### src/rtl/systolic_input_skewer_if.sv
// Upstream/PE-facing bundle of the systolic input skewer.
// SKEWER_PERF_CNT_EN adds the BubbleCount signal.
interface systolic_input_skewer_if #(
  parameter int DATA_WIDTH = 8,
  parameter int ROWS       = 4
);
  logic                       InValid;
  logic                       InReady;
  logic [ROWS*DATA_WIDTH-1:0] InData;
  logic                       InLoad;
  logic                       InLast;
  logic [ROWS*DATA_WIDTH-1:0] OutData;
  logic [ROWS-1:0]            OutEn;
  logic [ROWS-1:0]            OutLoad;
  logic                       Busy;
  logic                       Done;
`ifdef SKEWER_PERF_CNT_EN
  logic [15:0]                BubbleCount;
`endif

  modport master (
    output InValid, InData, InLoad, InLast,
    input  InReady, OutData, OutEn, OutLoad, Busy, Done
`ifdef SKEWER_PERF_CNT_EN
    , input BubbleCount
`endif
  );

  modport slave (
    input  InValid, InData, InLoad, InLast,
    output InReady, OutData, OutEn, OutLoad, Busy, Done
`ifdef SKEWER_PERF_CNT_EN
    , output BubbleCount
`endif
  );
endinterface

### src/rtl/systolic_input_skewer.sv
// Diagonal input skewer for a ROWS x COLS systolic array: lane r delays each slot r+1 cycles.
// Optional macro SKEWER_PERF_CNT_EN adds a saturating STREAM-bubble counter.
module skew_lane #(
  parameter int DATA_WIDTH = 8,
  parameter int DEPTH      = 1
) (
  input  logic                  clk,
  input  logic                  rst_n,
  input  logic                  clr,
  input  logic                  act,
  input  logic                  ld,
  input  logic [DATA_WIDTH-1:0] din,
  output logic                  en,
  output logic                  load,
  output logic [DATA_WIDTH-1:0] dout
);
  logic [DEPTH:1]                 vld_pipe;
  logic [DEPTH:1]                 ld_pipe;
  logic [DEPTH:1][DATA_WIDTH-1:0] dat_pipe;

  always_ff @(posedge clk or negedge rst_n) begin
    if (!rst_n) begin
      vld_pipe <= '0;
      ld_pipe  <= '0;
      dat_pipe <= '0;
    end else if (clr) begin
      vld_pipe <= '0;
      ld_pipe  <= '0;
      dat_pipe <= '0;
    end else begin
      vld_pipe[1] <= act;
      ld_pipe[1]  <= ld;
      dat_pipe[1] <= din;
      for (int i = 2; i <= DEPTH; i++) begin
        vld_pipe[i] <= vld_pipe[i-1];
        ld_pipe[i]  <= ld_pipe[i-1];
        dat_pipe[i] <= dat_pipe[i-1];
      end
    end
  end

  assign en   = vld_pipe[DEPTH];
  assign load = ld_pipe[DEPTH];
  assign dout = dat_pipe[DEPTH];
endmodule

module systolic_input_skewer #(
  parameter int DATA_WIDTH = 8,
  parameter int ROWS       = 4,
  parameter int COLS       = 4
) (
  input  logic                     CLK,
  input  logic                     ASYNC_RST,
  input  logic                     SYNC_RST,
  systolic_input_skewer_if.slave   bus
);
  localparam int CW = $clog2(ROWS + COLS);

  typedef enum logic [1:0] {IDLE, STREAM, DRAIN, FLUSH} state_t;

  state_t                         state;
  logic [CW-1:0]                  cnt;
  logic                           done_q;
  logic                           accept;
  logic                           head_act;
  logic                           head_ld;
  logic [ROWS-1:0][DATA_WIDTH-1:0] head_dat;
  logic [ROWS-1:0][DATA_WIDTH-1:0] lane_dat;
  logic [ROWS-1:0]                lane_en;
  logic [ROWS-1:0]                lane_ld;

  assign bus.InReady = ASYNC_RST & ((state == IDLE) | (state == STREAM));
  assign accept      = bus.InValid & bus.InReady;

  // Bubbles and drain slots are active zero slots so psums keep moving without a stall.
  always_comb begin
    head_act = 1'b0;
    head_ld  = 1'b0;
    head_dat = '0;
    case (state)
      IDLE, STREAM: begin
        head_act = accept | (state == STREAM);
        if (accept) begin
          head_ld  = bus.InLoad;
          head_dat = bus.InData;
        end
      end
      DRAIN:   head_act = 1'b1;
      default: head_act = 1'b0;
    endcase
  end

  always_ff @(posedge CLK or negedge ASYNC_RST) begin
    if (!ASYNC_RST) begin
      state  <= IDLE;
      cnt    <= '0;
      done_q <= 1'b0;
    end else if (SYNC_RST) begin
      state  <= IDLE;
      cnt    <= '0;
      done_q <= 1'b0;
    end else begin
      done_q <= 1'b0;
      case (state)
        IDLE, STREAM: begin
          cnt <= '0;
          if (accept) state <= bus.InLast ? DRAIN : STREAM;
        end
        DRAIN: begin
          if (cnt == CW'(ROWS + COLS - 2)) begin
            state <= FLUSH;
            cnt   <= '0;
          end else begin
            cnt <= cnt + 1'b1;
          end
        end
        FLUSH: begin
          // Last drain slot has left lane ROWS-1 once ROWS cycles have elapsed.
          if (cnt == CW'(ROWS - 1)) begin
            state  <= IDLE;
            cnt    <= '0;
            done_q <= 1'b1;
          end else begin
            cnt <= cnt + 1'b1;
          end
        end
        default: state <= IDLE;
      endcase
    end
  end

  for (genvar r = 0; r < ROWS; r++) begin : g_lane
    skew_lane #(.DATA_WIDTH(DATA_WIDTH), .DEPTH(r + 1)) u_lane (
      .clk   (CLK),
      .rst_n (ASYNC_RST),
      .clr   (SYNC_RST),
      .act   (head_act),
      .ld    (head_ld),
      .din   (head_dat[r]),
      .en    (lane_en[r]),
      .load  (lane_ld[r]),
      .dout  (lane_dat[r])
    );
  end

  assign bus.OutData = lane_dat;
  assign bus.OutEn   = lane_en;
  assign bus.OutLoad = lane_ld;
  assign bus.Busy    = (state != IDLE);
  assign bus.Done    = done_q;

`ifdef SKEWER_PERF_CNT_EN
  logic [15:0] bubble_cnt;

  always_ff @(posedge CLK or negedge ASYNC_RST) begin
    if (!ASYNC_RST) begin
      bubble_cnt <= '0;
    end else if (SYNC_RST || (state == IDLE && accept)) begin
      bubble_cnt <= '0;
    end else if (state == STREAM && !accept && bubble_cnt != 16'hFFFF) begin
      bubble_cnt <= bubble_cnt + 16'd1;
    end
  end

  assign bus.BubbleCount = bubble_cnt;
`endif
endmodule

### src/flat_wrapper.sv
// flat-port wrapper written by rule: the top's interface ports become plain ports
module systolic_input_skewer_flat 
#(
  parameter int DATA_WIDTH = 8,
  parameter int ROWS       = 4,
  parameter int COLS       = 4
)
  (CLK, ASYNC_RST, SYNC_RST, bus_InValid, bus_InData, bus_InLoad, bus_InLast, bus_InReady, bus_OutData, bus_OutEn, bus_OutLoad, bus_Busy, bus_Done);
  systolic_input_skewer_if #(.DATA_WIDTH(DATA_WIDTH), .ROWS(ROWS)) bus_i ();
  input  logic CLK;
  input  logic ASYNC_RST;
  input  logic SYNC_RST;
  input wire logic [$bits(bus_i.InValid)-1:0] bus_InValid;
  input wire logic [$bits(bus_i.InData)-1:0] bus_InData;
  input wire logic [$bits(bus_i.InLoad)-1:0] bus_InLoad;
  input wire logic [$bits(bus_i.InLast)-1:0] bus_InLast;
  output wire logic [$bits(bus_i.InReady)-1:0] bus_InReady;
  output wire logic [$bits(bus_i.OutData)-1:0] bus_OutData;
  output wire logic [$bits(bus_i.OutEn)-1:0] bus_OutEn;
  output wire logic [$bits(bus_i.OutLoad)-1:0] bus_OutLoad;
  output wire logic [$bits(bus_i.Busy)-1:0] bus_Busy;
  output wire logic [$bits(bus_i.Done)-1:0] bus_Done;
  assign bus_i.InValid = bus_InValid;
  assign bus_i.InData = bus_InData;
  assign bus_i.InLoad = bus_InLoad;
  assign bus_i.InLast = bus_InLast;
  assign bus_InReady = bus_i.InReady;
  assign bus_OutData = bus_i.OutData;
  assign bus_OutEn = bus_i.OutEn;
  assign bus_OutLoad = bus_i.OutLoad;
  assign bus_Busy = bus_i.Busy;
  assign bus_Done = bus_i.Done;
  systolic_input_skewer #(.DATA_WIDTH(DATA_WIDTH), .ROWS(ROWS), .COLS(COLS)) u_core (.CLK(CLK), .ASYNC_RST(ASYNC_RST), .SYNC_RST(SYNC_RST), .bus(bus_i));
endmodule
### config.mk
export PLATFORM = sky130hd
export DESIGN_NAME = systolic_input_skewer_flat
export DESIGN_NICKNAME = d
export VERILOG_FILES = /design/src/rtl/systolic_input_skewer_if.sv /design/src/rtl/systolic_input_skewer.sv /design/src/flat_wrapper.sv
export SDC_FILE = /design/constraint.sdc
export NUM_CORES = 1
export LEC_CHECK = 0
export ABC_AREA = 1
export BUFFER_PORTS_ARGS = -buffer_cell sky130_fd_sc_hd__buf_2
export CORE_ASPECT_RATIO = 1.1
export CORE_MARGIN = 2
export CORE_UTILIZATION = 54
export CTS_CLUSTER_DIAMETER = 120
export DETAILED_ROUTE_END_ITERATION = 10
export PLACE_DENSITY = 0.79
export SYNTH_ARGS = -nofsm -noshare
export SYNTH_HDL_FRONTEND = slang
export SYNTH_SLANG_ARGS = --single-unit
### constraint.sdc
create_clock -name CLK -period 1.2 [get_ports CLK]
set_input_delay 0.06 -clock CLK [delete_from_list [all_inputs] [get_ports CLK]]
set_output_delay 0.06 -clock CLK [all_outputs]
set_load 0.01 [all_outputs]
==> results of run 1 <==
-- cell families (layout without fill, tap and decap cells) --
group / Yosys count / in the layout / synth area share, %
buf+inv: 137 / 234 / 17.8
compound gates: 4 / 4 / 0.671
fa+ha+maj: 4 / 4 / 1.34
flops: 94 / 94 / 63.1
simple gates: 112 / 112 / 17.0
-- worst register-to-register path, cell delays in order (launching register included) --
cell	delay [ps]
dfrtp_1	430
inv_2	70
ha_2	160
nand2_1	60
nand3_2	100
and2_4	170
o21ai_2	50
-- synth_stat cells --
master	count
o21ai_0	1
nand3_2	2
buf_2	6
nor2_1	60
dfrtp_1	94
nand4_1	1
nand2_1	9
o21ai_2	1
inv_1	94
buf_6	3
buf_4	32
nor3_1	1
a31oi_1	1
nand2_2	1
o21ai_1	1
inv_2	2
nand3_1	2
ha_1	4
nor2_2	15
and2_4	1
nor2_4	20
-- per-stage QoR --
step | area (sq um) | hold WS, ps | power (mW) | std cells
after floorplan | 3730 | -236 | 4.01 | 351
after global placement | 3990 | 118 | 4.22 | 478
after detailed placement | 3990 | 129 | 4.26 | 478
after CTS | 4590 | 35.4 | 6.89 | 529
after global routing | 4610 | 94.7 | 7.18 | 530
final | 4610 | 91.1 | 6.88 | 530
-- cell type report --
| type | instances | area, sq um | share of cell area (%) |
|---|---|---|---|
| flip-flops and latches | 94 | 2350 | 51.1 |
| repair buffers | 122 | 818 | 17.8 |
| multi-input cells | 120 | 719 | 15.6 |
| inverters | 96 | 360 | 7.82 |
| clock buffers | 10 | 138 | 2.99 |
| clock inverters | 6 | 116 | 2.53 |
| well taps | 82 | 103 | 2.23 |
-- flip-flops by register name (all words and copies together), names as in the netlist --
register                       flops
u_core.g_lane.u_lane.dout         32
u_core.bus.Done                    1
u_core.g_lane.u_lane.dat_pipe     48
u_core.state                       2
u_core.g_lane.u_lane.vld_pipe      4
u_core.g_lane.u_lane.ld_pipe       4
u_core.cnt                         3
-- per-layer routing --
layer | part of all wire [%] | routed length [microns] | up-vias | track usage, %
met3 | 4.0 | 235 | 19 | 3.45
met1 | 39 | 2310 | 1016 | 19.4
met5 | 0 | 0 | - | 0
li1 | - | - | 1123 | -
met4 | 3.9 | 232 | 0 | 11.7
met2 | 53 | 3130 | 57 | 28.8
-- worst paths after layout --
path	startpoint	end	cells after the start
worst max-delay path	u_core.cnt[0]	u_core.state[1]	6
worst min-delay path	bus_InValid	u_core.g_lane[1].u_lane.vld_pipe[1]	3
worst max register to register	u_core.cnt[0]	u_core.state[1]	6
worst min register to register	u_core.g_lane[3].u_lane.dat_pipe[2]	u_core.g_lane[3].u_lane.dat_pipe[10]	2
max in group asynchronous	ASYNC_RST	u_core.g_lane[2].u_lane.dout[0]	3
min in group asynchronous	ASYNC_RST	u_core.cnt[0]	3
-- where the power goes --
part | internal [mW] | switching [mW]
sequential | 3.32 | 0.104
combinational | 0.382 | 0.528
clock | 1.46 | 1.09
-- repair_timing --
action,in CTS,in global routing
hold buffers,35,0
gates resized for setup,0,5
buffers inserted,0,1
endpoints found under the hold margin,128,0
setup endpoints to repair,0,8
==> impl_results.md, run 1 <==
- Status: complete, no violations
- Post-route clock period utilization: 97.1%
- PortBufs: 80
- Synth unique cells: 21
- # diodes: 0
- Synth warn: 0
- Min-Delay Path Class: primary input to flip-flop
- Unrepaired setup endpoints after global routing: true
- Fill cell count: 472
- CP max stage cell: dfrtp_1
- Pre-antenna DRT Iters: 4
- GRT overflow: 0
- Detailed Place HPWL: 3510 microns
- Total wire length: 5910 microns
- Clock Root Buffer: clkbuf_8
- Top Ports: 81
- Most frequent cells in the layout: inv_1, dfrtp_1, buf_2
- Synth top area share: a little over three fifths
- Startpoint class of the critical path: flip-flop
- Final Worst Setup Slack: around 35 ps
- PD cells: around 1500 nW/um^2
- Routed vias: 2215
- CORE AREA: 6630 sq um
- WS Path Type: flip-flop to flip-flop
- CP Data Arrival Time: 1410 ps
- Die width: 83.2 microns
- Endpoints failing setup: 0
- Mapped Avg Cell Area: 10.6 sq um
- Max-Cap Viols: 0
- Initial Util: 56.2%
- #FFs+latches synth: between 90 and 100
- Row count: 31
- # clock sinks: 94
- First-pass GRT wire length: between 9000 and 10000 microns
- Synth Instances: 351
- Post-route ant nets: 0
- Fraction of layout cells with a size suffix above 1: 33.3%
- Crit-path max cell delay: 430 ps
- Vias in the first global route: 2254
- Register area share after synthesis: around 63%
- Clock slew at reported path FFs: about 90 ps
- CTS H-Tree Depth: 3
- Shortest period the worst path allows: 1160 ps
- Worst setup EP type: flip-flop
- Slew margin rel.: between 40% and 50%
- Tot GR Track Use: 17.0%
- Worst slew pin tran: 763 ps
- CP Buf/Inv Count: 1
- CP Max Fanout: 4
- Die Area: about 7600 sq um
- Fin nets: 485
- Area leader, netlist: dfrtp_1
- Peak VDD IR: 1110 uV
- Fin. max-slew vios: 0
- Clock skew: 7.82 ps
- Post-Syn Area: 3730 sq um
- Vias per cell: 4.18
- Cell leakage power: about 2.5 nW
- Fin. Hold Viols: 0
- Post-Route Utilization: 69.5%
- Family with the most delay on the worst path: flip-flops
- CTS max path bufs: 2
- WL/cell: around 11 microns
- CTS tree: done
- Highest Clock Rate: 859 MHz
- Drc violations: 0
- Setup TNS: 0 ps
- Iteration-0 DRC Markers: 112
- Setup slack at placement: slightly above 40 ps
- R2r setup slk: 40 ps
- DIE HEIGHT: 91.1 microns
- TritonCTS buffer count: 9
- CP cell instances: inv_2, ha_2, nand2_1, nand3_2, and2_4, o21ai_2
- Layout area overhead: 23.7%
- Syn_nets: just under 400
- Largest net degree at the start of global routing: 66
- Required time of the critical path: around 1500 ps
- Largest cells by area after synthesis: dfrtp_1, inv_1, buf_4, nor2_1, nor2_4
- Initial antenna violation count: 0
- Clk_lat worst skew: 360 ps
- Gpl congestion: 0.737
No activity file was read; power rests on OpenSTA's default activity.
==> inputs of run 2 (changes only) <==
--- a/config.mk
+++ b/config.mk
@@ -13,6 +13,8 @@
 export CTS_CLUSTER_DIAMETER = 120
 export DETAILED_ROUTE_END_ITERATION = 10
 export PLACE_DENSITY = 0.79
+export RECOVER_POWER = 50
+export SETUP_SLACK_MARGIN = 0.3
 export SYNTH_ARGS = -nofsm -noshare
 export SYNTH_HDL_FRONTEND = slang
 export SYNTH_SLANG_ARGS = --single-unit
==> run 2 against run 1 <==
Power is 0.45% lower. Core utilization grew 4.6 points. Sequential power about the same. Critical path type unchanged. Highest routed layer unchanged.
==> impl_results.md, run 2 (synthesis results as in run 1) <==
- Placed cells: 476
- Layout area overhead: 31.9%
- Register name with the most flops: u_core.g_lane.u_lane.dat_pipe
- Routed vias: between 2000 and 2500
- Gpl congestion: between 0.6 and 0.7
- DIE HEIGHT: 91.1 microns
- CTS max path bufs: 2
- Drc violations: 0
- PD cells: 1390 nW/um^2
- CP Data Arrival Time: 1450 ps
- Part of the power in registers: around half
- First-pass GRT wire length: 10500 microns
- PortBufs: 80
- Vias in the first global route: 2335
- Highest Clock Rate: ~860 MHz
- TritonCTS buffer count: 9
- Commonest non-fill, non-tap cell in the layout: inv_1
- WS Path Type: flip-flop to flip-flop
- Initial antenna violation count: 0
- Required time of the critical path: 1490 ps
- GRT overflow: 0
- CP Max Fanout: 7
- CTS tree: done
- Setup TNS: 0 ps
- Max-Cap Viols: 0
- Total power: 6.85 mW
- Vias per cell: 4.26
- Final Worst Setup Slack: 36.3 ps
- Worst slew pin tran: 427 ps
- WHS: 62.9 ps
- Fraction of layout cells with a size suffix above 1: a little under two fifths
- Clock slew at reported path FFs: 90 ps
- Shortest period the worst path allows: 1160 ps
- Post-Layout Cell Count: 537
- R2r setup slk: 40 ps
- Dpl cell area: 4010 sq um
- Peak VDD IR: 910 uV
- # clock sinks: between 90 and 100
- Startpoint class of the critical path: flip-flop
- Pre-antenna DRT Iters: 4
- Share of total power in the clock network: around a third
- Fin. Hold Viols: 0
- Clock skew: 6.30 ps
- Cell Int Power: 5.05 mW
- Row count: 31
- Worst setup EP type: flip-flop
- Setup slack at placement: 78.1 ps
- Fill cell count: 432
- Post-route ant nets: 0
- Min-Delay Path Class: primary input to flip-flop
- Total wire length: roughly 6700 microns
- Initial Util: between 50% and 60%
- Detailed Place HPWL: around 3400 microns
- Cell leakage power: 2.59 nW
- Top Ports: 81
- Post-route clock period utilization: 97.0%
- Clock Root Buffer: clkbuf_8
- Die Area: between 7000 and 8000 sq um
- Iteration-0 DRC Markers: 147
- Largest net degree at the start of global routing: 93
- Most frequent cells in the layout: inv_1, dfrtp_1, buf_2
- # diodes: 0
- Fin. max-slew vios: 0
- Fin nets: 492
- Status: complete, no violations
- Sw Pwr: approximately 1.8 mW
- Max reg flops: 48
- Unrepaired setup endpoints after global routing: true
- Post-Route Utilization: 74.1%
- Logic pwr share: 17.3%
- Slew margin rel.: slightly above 70%
- Final instance area: 4920 sq um
- Tot GR Track Use: between 10% and 20%
- CORE AREA: 6630 sq um
- Die width: 83.2 microns
- Sw frac: between 20% and 30%
- Clk_lat worst skew: 340 ps
- CTS H-Tree Depth: 3
- WL/cell: 12.4 microns
- Endpoints failing setup: 0
run 2: power groups by stage:
| stage | Sequential (mW) | Combinational [mW] | Clock, mW |
|---|---|---|---|
| 2_1_floorplan | 3.48 | 0.569 | 0 |
| 3_3_place_gp | 3.48 | 0.771 | 0 |
| 3_5_place_dp | 3.49 | 0.797 | 0 |
| 4_1_cts | 3.42 | 0.963 | 2.27 |
| 5_1_grt | 3.47 | 1.29 | 2.40 |
| 6_report | 3.45 | 1.18 | 2.22 |
run 2: path summary, 6_finish.rpt:
kind                                                     start                              endpoint  cells past startpoint
setup reg to reg                               u_core.state[1]       u_core.g_lane[0].u_lane.dout[2]                      4
max in group asynchronous                            ASYNC_RST       u_core.g_lane[3].u_lane.dout[3]                      3
hold / removal                                        SYNC_RST    u_core.g_lane[3].u_lane.ld_pipe[4]                      2
min in group asynchronous                            ASYNC_RST                       u_core.state[1]                      2
setup / recovery                               u_core.state[1]       u_core.g_lane[0].u_lane.dout[2]                      4
hold reg to reg            u_core.g_lane[3].u_lane.dat_pipe[2]  u_core.g_lane[3].u_lane.dat_pipe[10]                      2
run 2: timing repair:
| action | CTS | global route |
|---|---|---|
| endpoints found under the setup margin | 81 | 132 |
| gates cloned | 0 | 3 |
| endpoints found under the hold margin | 127 | 0 |
| resized for setup | 9 | 40 |
| pin swaps | 4 | 6 |
| hold buffers | 34 | 0 |
| setup buffers | 3 | 5 |
run 2: routing by layer:
metal  up-vias  share of wire, %  global-route usage [%]
met5         -                 0                       0
met4         0               2.6                    8.06
met3        17               4.5                    5.00
met2        61                55                    31.2
met1      1076                38                    20.2
li1       1133                 -                       -
run 2: cell type report:
| cell class | instances | area (sq um) | share of cell area [%] |
|---|---|---|---|
| Inverter | 96 | 360 | 7.33 |
| Clock inverter | 5 | 83.8 | 1.71 |
| Sequential cell | 94 | 2360 | 47.9 |
| Clock buffer | 11 | 131 | 2.67 |
| Tap cell | 82 | 103 | 2.09 |
| Multi-Input combinational cell | 120 | 891 | 18.1 |
| Timing Repair Buffer | 129 | 991 | 20.2 |
run 2: critical path, stage by stage, from the launching register on:
cell and delay (ps):
dfrtp_2 460, nor2_4 140, nand3_4 180, clkbuf_16 240, nor2_4 90
